==> src/rtl/mux4_arbiter_if.sv <==
// Request/grant bundle between the four requesters and the shared-mux arbiter.
// The requester side drives request_bits and observes the grant and the mux select.
interface mux4_arbiter_if;
   logic [3:0] request_bits;
   logic [3:0] grant_bits;
   logic [1:0] select_bits;
   logic       grant_valid;
   logic       preempt_bit;

   modport master (
      output request_bits,
      input  grant_bits,
      input  select_bits,
      input  grant_valid,
      input  preempt_bit
   );

   modport slave (
      input  request_bits,
      output grant_bits,
      output select_bits,
      output grant_valid,
      output preempt_bit
   );
endinterface

==> src/rtl/mux4_arbiter.sv <==
// Round-robin arbiter with a hold limit that owns the select lines of a shared 4:1 mux.
// All outputs are registered; the winner search is combinational from the last owner.
module mux4_arbiter #(
   parameter int unsigned MAX_HOLD = 4
) (
   input logic           clk,
   input logic           rst_n,
   mux4_arbiter_if.slave bus
);

   typedef enum logic {
      ST_IDLE,
      ST_GRANTED
   } state_t;

   localparam logic [3:0] HOLD_LIMIT = 4'(MAX_HOLD);

   state_t     state_q, state_d;
   logic [1:0] last_owner_q, last_owner_d;
   logic [3:0] hold_count_q, hold_count_d;
   logic [3:0] grant_q, grant_d;
   logic [1:0] select_q, select_d;
   logic       valid_q, valid_d;
   logic       preempt_q, preempt_d;

   logic [3:0] req;
   logic [3:0] owner_mask;
   logic       owner_req;
   logic [2:0] pick_any;
   logic [2:0] pick_other;

   // Returns {found, index}; the first hit scanning last+1, last+2, last+3, last+4 (mod 4).
   function automatic logic [2:0] rr_pick(input logic [3:0] r, input logic [1:0] last);
      logic [2:0] res;
      logic [1:0] idx;
      res = 3'b000;
      for (int k = 3; k >= 0; k--) begin
         idx = last + 2'(k + 1);
         if (r[idx]) begin
            res = {1'b1, idx};
         end
      end
      return res;
   endfunction

   assign req        = bus.request_bits;
   assign owner_mask = 4'b0001 << last_owner_q;
   assign owner_req  = |(req & owner_mask);
   assign pick_any   = rr_pick(req, last_owner_q);
   assign pick_other = rr_pick(req & ~owner_mask, last_owner_q);

   always_ff @(posedge clk or negedge rst_n) begin
      if (!rst_n) begin
         state_q      <= ST_IDLE;
         last_owner_q <= 2'd3;
         hold_count_q <= 4'd0;
         grant_q      <= 4'b0000;
         select_q     <= 2'd0;
         valid_q      <= 1'b0;
         preempt_q    <= 1'b0;
      end else begin
         state_q      <= state_d;
         last_owner_q <= last_owner_d;
         hold_count_q <= hold_count_d;
         grant_q      <= grant_d;
         select_q     <= select_d;
         valid_q      <= valid_d;
         preempt_q    <= preempt_d;
      end
   end

   always_comb begin
      state_d      = state_q;
      last_owner_d = last_owner_q;
      hold_count_d = hold_count_q;
      grant_d      = grant_q;
      select_d     = select_q;
      valid_d      = valid_q;
      preempt_d    = 1'b0;

      unique case (state_q)
         ST_IDLE: begin
            if (pick_any[2]) begin
               state_d      = ST_GRANTED;
               last_owner_d = pick_any[1:0];
               select_d     = pick_any[1:0];
               grant_d      = 4'b0001 << pick_any[1:0];
               valid_d      = 1'b1;
               hold_count_d = 4'd1;
            end
         end

         ST_GRANTED: begin
            if (owner_req) begin
               if (hold_count_q < HOLD_LIMIT) begin
                  hold_count_d = hold_count_q + 4'd1;
               end else if (pick_other[2]) begin
                  // Hold limit reached with someone waiting: force the handover.
                  last_owner_d = pick_other[1:0];
                  select_d     = pick_other[1:0];
                  grant_d      = 4'b0001 << pick_other[1:0];
                  hold_count_d = 4'd1;
                  preempt_d    = 1'b1;
               end else begin
                  hold_count_d = 4'd1;
               end
            end else if (pick_any[2]) begin
               // Owner released; hand over on the same edge so the bus never idles.
               last_owner_d = pick_any[1:0];
               select_d     = pick_any[1:0];
               grant_d      = 4'b0001 << pick_any[1:0];
               hold_count_d = 4'd1;
            end else begin
               state_d      = ST_IDLE;
               grant_d      = 4'b0000;
               valid_d      = 1'b0;
               hold_count_d = 4'd0;
            end
         end

         default: begin
            state_d = ST_IDLE;
         end
      endcase
   end

   assign bus.grant_bits  = grant_q;
   assign bus.select_bits = select_q;
   assign bus.grant_valid = valid_q;
   assign bus.preempt_bit = preempt_q;

   a_grant_onehot0 : assert property (@(posedge clk) disable iff (!rst_n) $onehot0(grant_q));
   a_valid_match   : assert property (@(posedge clk) disable iff (!rst_n) valid_q == (|grant_q));
   a_select_match  : assert property (@(posedge clk) disable iff (!rst_n)
                                      valid_q |-> (grant_q == (4'b0001 << select_q)));

endmodule

==> src/flat_wrapper.sv <==
// flat-port wrapper written by rule: the top's interface ports become plain ports
module mux4_arbiter_flat 
#(
   parameter int unsigned MAX_HOLD = 4
)
  (clk, rst_n, bus_request_bits, bus_grant_bits, bus_select_bits, bus_grant_valid, bus_preempt_bit);
  mux4_arbiter_if bus_i ();
  input logic clk;
  input logic rst_n;
  input wire logic [$bits(bus_i.request_bits)-1:0] bus_request_bits;
  output wire logic [$bits(bus_i.grant_bits)-1:0] bus_grant_bits;
  output wire logic [$bits(bus_i.select_bits)-1:0] bus_select_bits;
  output wire logic [$bits(bus_i.grant_valid)-1:0] bus_grant_valid;
  output wire logic [$bits(bus_i.preempt_bit)-1:0] bus_preempt_bit;
  assign bus_i.request_bits = bus_request_bits;
  assign bus_grant_bits = bus_i.grant_bits;
  assign bus_select_bits = bus_i.select_bits;
  assign bus_grant_valid = bus_i.grant_valid;
  assign bus_preempt_bit = bus_i.preempt_bit;
  mux4_arbiter #(.MAX_HOLD(MAX_HOLD)) u_core (.clk(clk), .rst_n(rst_n), .bus(bus_i));
endmodule
==> config.mk <==
export PLATFORM = sky130hd
export DESIGN_NAME = mux4_arbiter_flat
export DESIGN_NICKNAME = d
export VERILOG_FILES = /design/src/rtl/mux4_arbiter_if.sv /design/src/rtl/mux4_arbiter.sv /design/src/flat_wrapper.sv
export SDC_FILE = /design/constraint.sdc
export NUM_CORES = 1
export LEC_CHECK = 0
export BUFFER_PORTS_ARGS = -buffer_cell sky130_fd_sc_hd__buf_2
export CAP_MARGIN = 0
export CORE_MARGIN = 1.5
export CORE_UTILIZATION = 60
export DETAILED_ROUTE_END_ITERATION = 16
export PLACE_DENSITY = 0.82
export SYNTH_ARGS = -nofsm -noshare
export SYNTH_HDL_FRONTEND = slang
export SYNTH_SLANG_ARGS = --single-unit
export TNS_END_PERCENT = 30
==> constraint.sdc <==
create_clock -name clk -period 3.5 [get_ports clk]
set_input_delay 0.875 -clock clk [delete_from_list [all_inputs] [get_ports clk]]
set_output_delay 0.875 -clock clk [all_outputs]
set_load 0.05 [all_outputs]
==> flow_summary.yaml <==
outcome:
  run_status: "finished clean"
routing:
  final_antenna_net_count: 0
  drtIter0Drc: 25
  dr.pass1.iters: 4
  post_drt_via_cell_ratio: 6.59
  via_count: 962
  wire_per_inst_um: 15.9
  post-route-drc-count: 0
  wl_mm: 2.32
hold_path:
  worstHoldPathType: "in -> async"
setup_path:
  critPathMaxStageDelay_ps: 650
  path_cells: "inv_1 > ha_1 > nor3b_1 > a211oi_2 > o221ai_2 > nor4_1 > a311o_1"
  critical_path.slowest_cell: "dfstp_2"
  worstPathMaxFanout: 11
  timing.reg2reg.setup_slack_ps: 1040
  end_kind: "register"
  worst-endpoint-required_ps: 3660
  worst_path_dominant_cell_family: "compound AO/OA/AOI/OAI gates"
  total_buffers_and_inverters_traversed_by_the_critical_path: 1
  data_arrival_time_of_the_worst_path_ps: 2630
  critPathKind: "reg -> reg"
  setup.worst_path.start_class: "register"
power:
  share_comb_of_total_power_pct: 65.2
  internal-power_mw: 0.572
  share_seq_of_total_power_pct: 26.7
  max-vdd-ir-drop_uv: 581
  sw_frac_of_total_pct: 51.3
  power.switching_mw: 0.602
  p_leak_nw: 0.530
  clkPwrFrac_pct: 8.1
  fin_total_pwr_mw: 1.17
  powerDensity_mw_per_mm2: 1020
timing:
  tns_ps: 0
  rsz0062_at_grt: "false"
  min_period_over_period_pct: 70.4
  final_critical_path_setup_slack_ps: 1040
  fmaxAchievable_mhz: 406
  report.final.slew_viol_count: 0
  setup_violating_endpoint_count_in_the_final_report: 0
  transition_at_the_pin_with_the_smallest_max_transition_slack_ps: 500
  timing.slew.headroom_pct: 66.7
  final-hold-violation-count: 0
  post-route-min-period_ps: 2460
  fin_worst_skew_ps: 6.39
logic_synthesis:
  async_reset_ff_share_pct: 100
  synthesis.nets: 128
  synth_flop_cell: "dfrtp_1"
  synth.ff_latch_count: 15
  seq_area_frac_synth_pct: 35.7
  syn-cell-area_mm2: 0.00106
  synth_cell_types: 48
  ys.warnings.count: 0
  synth-edff-count: 0
  synthesis.area_per_instance_um2: 9.06
  synth_cells: 117
floorplanning:
  die-area_mm2: 0.00203
  die_h_um: 45.0
  design.portCount: 14
  floorplan.die.width_um: 45.0
  core_box_area_mm2: 0.00169
  start_util_pct: 62.7
  rows: 15
cells_and_area:
  drive_above_1_share_pct: 20.9
  most-common-layout-cells: "14 x nand2_1, 13 x buf_2, 13 x dfrtp_1, 7 x nor2_1, 6 x nand2b_1"
  final_common_cell: "nand2_1"
  flow.area_growth_from_synthesis_pct: 8.50
  final_nets: 141
  antenna_cells: 0
clock_tree:
  clock_root_buffer_master: "clkbuf_4"
  post_cts_buffers: 0
  tritoncts: "done"
  cts_htree_levels: 1
  clock_path_buffers: 2
  cts_made_buffers: 3
  number_of_gates_given_a_new_drive_strength_after_cts: 0
  clock-sinks: 15
  clk-insertion-delay-late_ps: 280
  cts.clk_slew.worst_paths_ps: 90
  holdBufCountCts: 0
placed_design:
  detailed_place_hpwl_mm: 1.76
  pre_cts_ws_ps: 1080
  place_congestion: 0.934
  port-buffer-count: 13
job:
  maxCapViolCount: 0
grt:
  globalRouteOverflowTotal: 0
  grt_max_degree: 16
  grt_pass1_vias: 851
  groute.usage.overall_pct: 25.4
  antenna_found_initial: 0
  grt_first_pass_wirelength_mm: 3.84
## final timing paths
check	from	to	depth (start not counted)
worst min register to register	u_core.bus.select_bits[1]	u_core.bus.select_bits[1]	2
max in group asynchronous	rst_n	u_core.last_owner_q[1]	1
worst max-delay path	u_core.last_owner_q[0]	u_core.bus.grant_bits[3]	7
worst min-delay path	rst_n	u_core.hold_count_q[0]	1
worst max register to register	u_core.last_owner_q[0]	u_core.bus.grant_bits[3]	7
min in group clk	u_core.bus.select_bits[1]	u_core.bus.select_bits[1]	2
## power groups by stage
| stage | logic [mW] | registers [mW] | clock network [mW] |
|---|---|---|---|
| 2_1_floorplan | 0.519 | 0.395 | 0 |
| 3_3_place_gp | 0.734 | 0.311 | 0 |
| 3_5_place_dp | 0.755 | 0.313 | 0 |
| 4_1_cts | 0.760 | 0.310 | 0.0972 |
| 5_1_grt | 0.843 | 0.322 | 0.106 |
| 6_report | 0.765 | 0.313 | 0.0952 |
## cell type report
type / instances / area, um2
well taps: 17 / 21.3
flip-flops and latches: 15 / 378
clock inverters: 1 / 5.00
multi-input cells: 91 / 636
inverters: 6 / 22.5
fillers: 143 / 539
repair buffers: 13 / 65.1
clock buffers: 3 / 22.5
## per-stage QoR
stage                     cells  util (%)  instance area [um2]  hold WS (ps)
after floorplan             117         -                 1060           455
after global placement      142      66.4                 1120           457
after detailed placement    142      66.4                 1120           465
after CTS                   146      68.1                 1150           479
after global routing        146      68.1                 1150           495
final                       146      68.1                 1150           472
## per-layer routing
layer  vias up  track usage, %  share of wire [%]
met2        33            42.0                 50
met4         0            3.53               0.39
met1       457            34.3                 45
met5         -               0                  0
li1        470               -                  -
met3         2            6.40                4.9
## state kept, by name, indices dropped and copies added (netlist names)
register and flops:
u_core.bus.grant_bits 4, u_core.hold_count_q 4, u_core.bus.select_bits 2, u_core.last_owner_q 2
u_core.bus.grant_valid 1, u_core.bus.preempt_bit 1, u_core.state_q 1
## synthesized netlist by cell type, types with 3 or more instances
library cell | n | area [um2]
nand2_1 | 14 | 52.6
nand2b_1 | 6 | 37.5
a21oi_1 | 3 | 15.0
nor2_1 | 7 | 26.3
and2_1 | 3 | 18.8
o211ai_1 | 3 | 22.5
ha_1 | 5 | 62.6
dfrtp_1 | 13 | 325
o21ai_1 | 5 | 25.0
buf_2 | 4 | 20.0
a221o_1 | 3 | 30.0
inv_2 | 4 | 15.0
a22o_1 | 4 | 35.0
## logic make-up (layout without fill, tap and decap cells)
| family | count (synthesis) | count (layout) | synth area share [%] |
|---|---|---|---|
| buffers and inverters | 11 | 23 | 4.37 |
| adders and majority gates | 5 | 5 | 5.90 |
| AOI/OAI and AO/OA | 42 | 42 | 31.8 |
| DFF | 15 | 15 | 35.7 |
| muxes | 1 | 1 | 0.945 |
| and+or+nand+nor | 43 | 43 | 21.4 |
No activity file was read; power rests on OpenSTA's default activity.
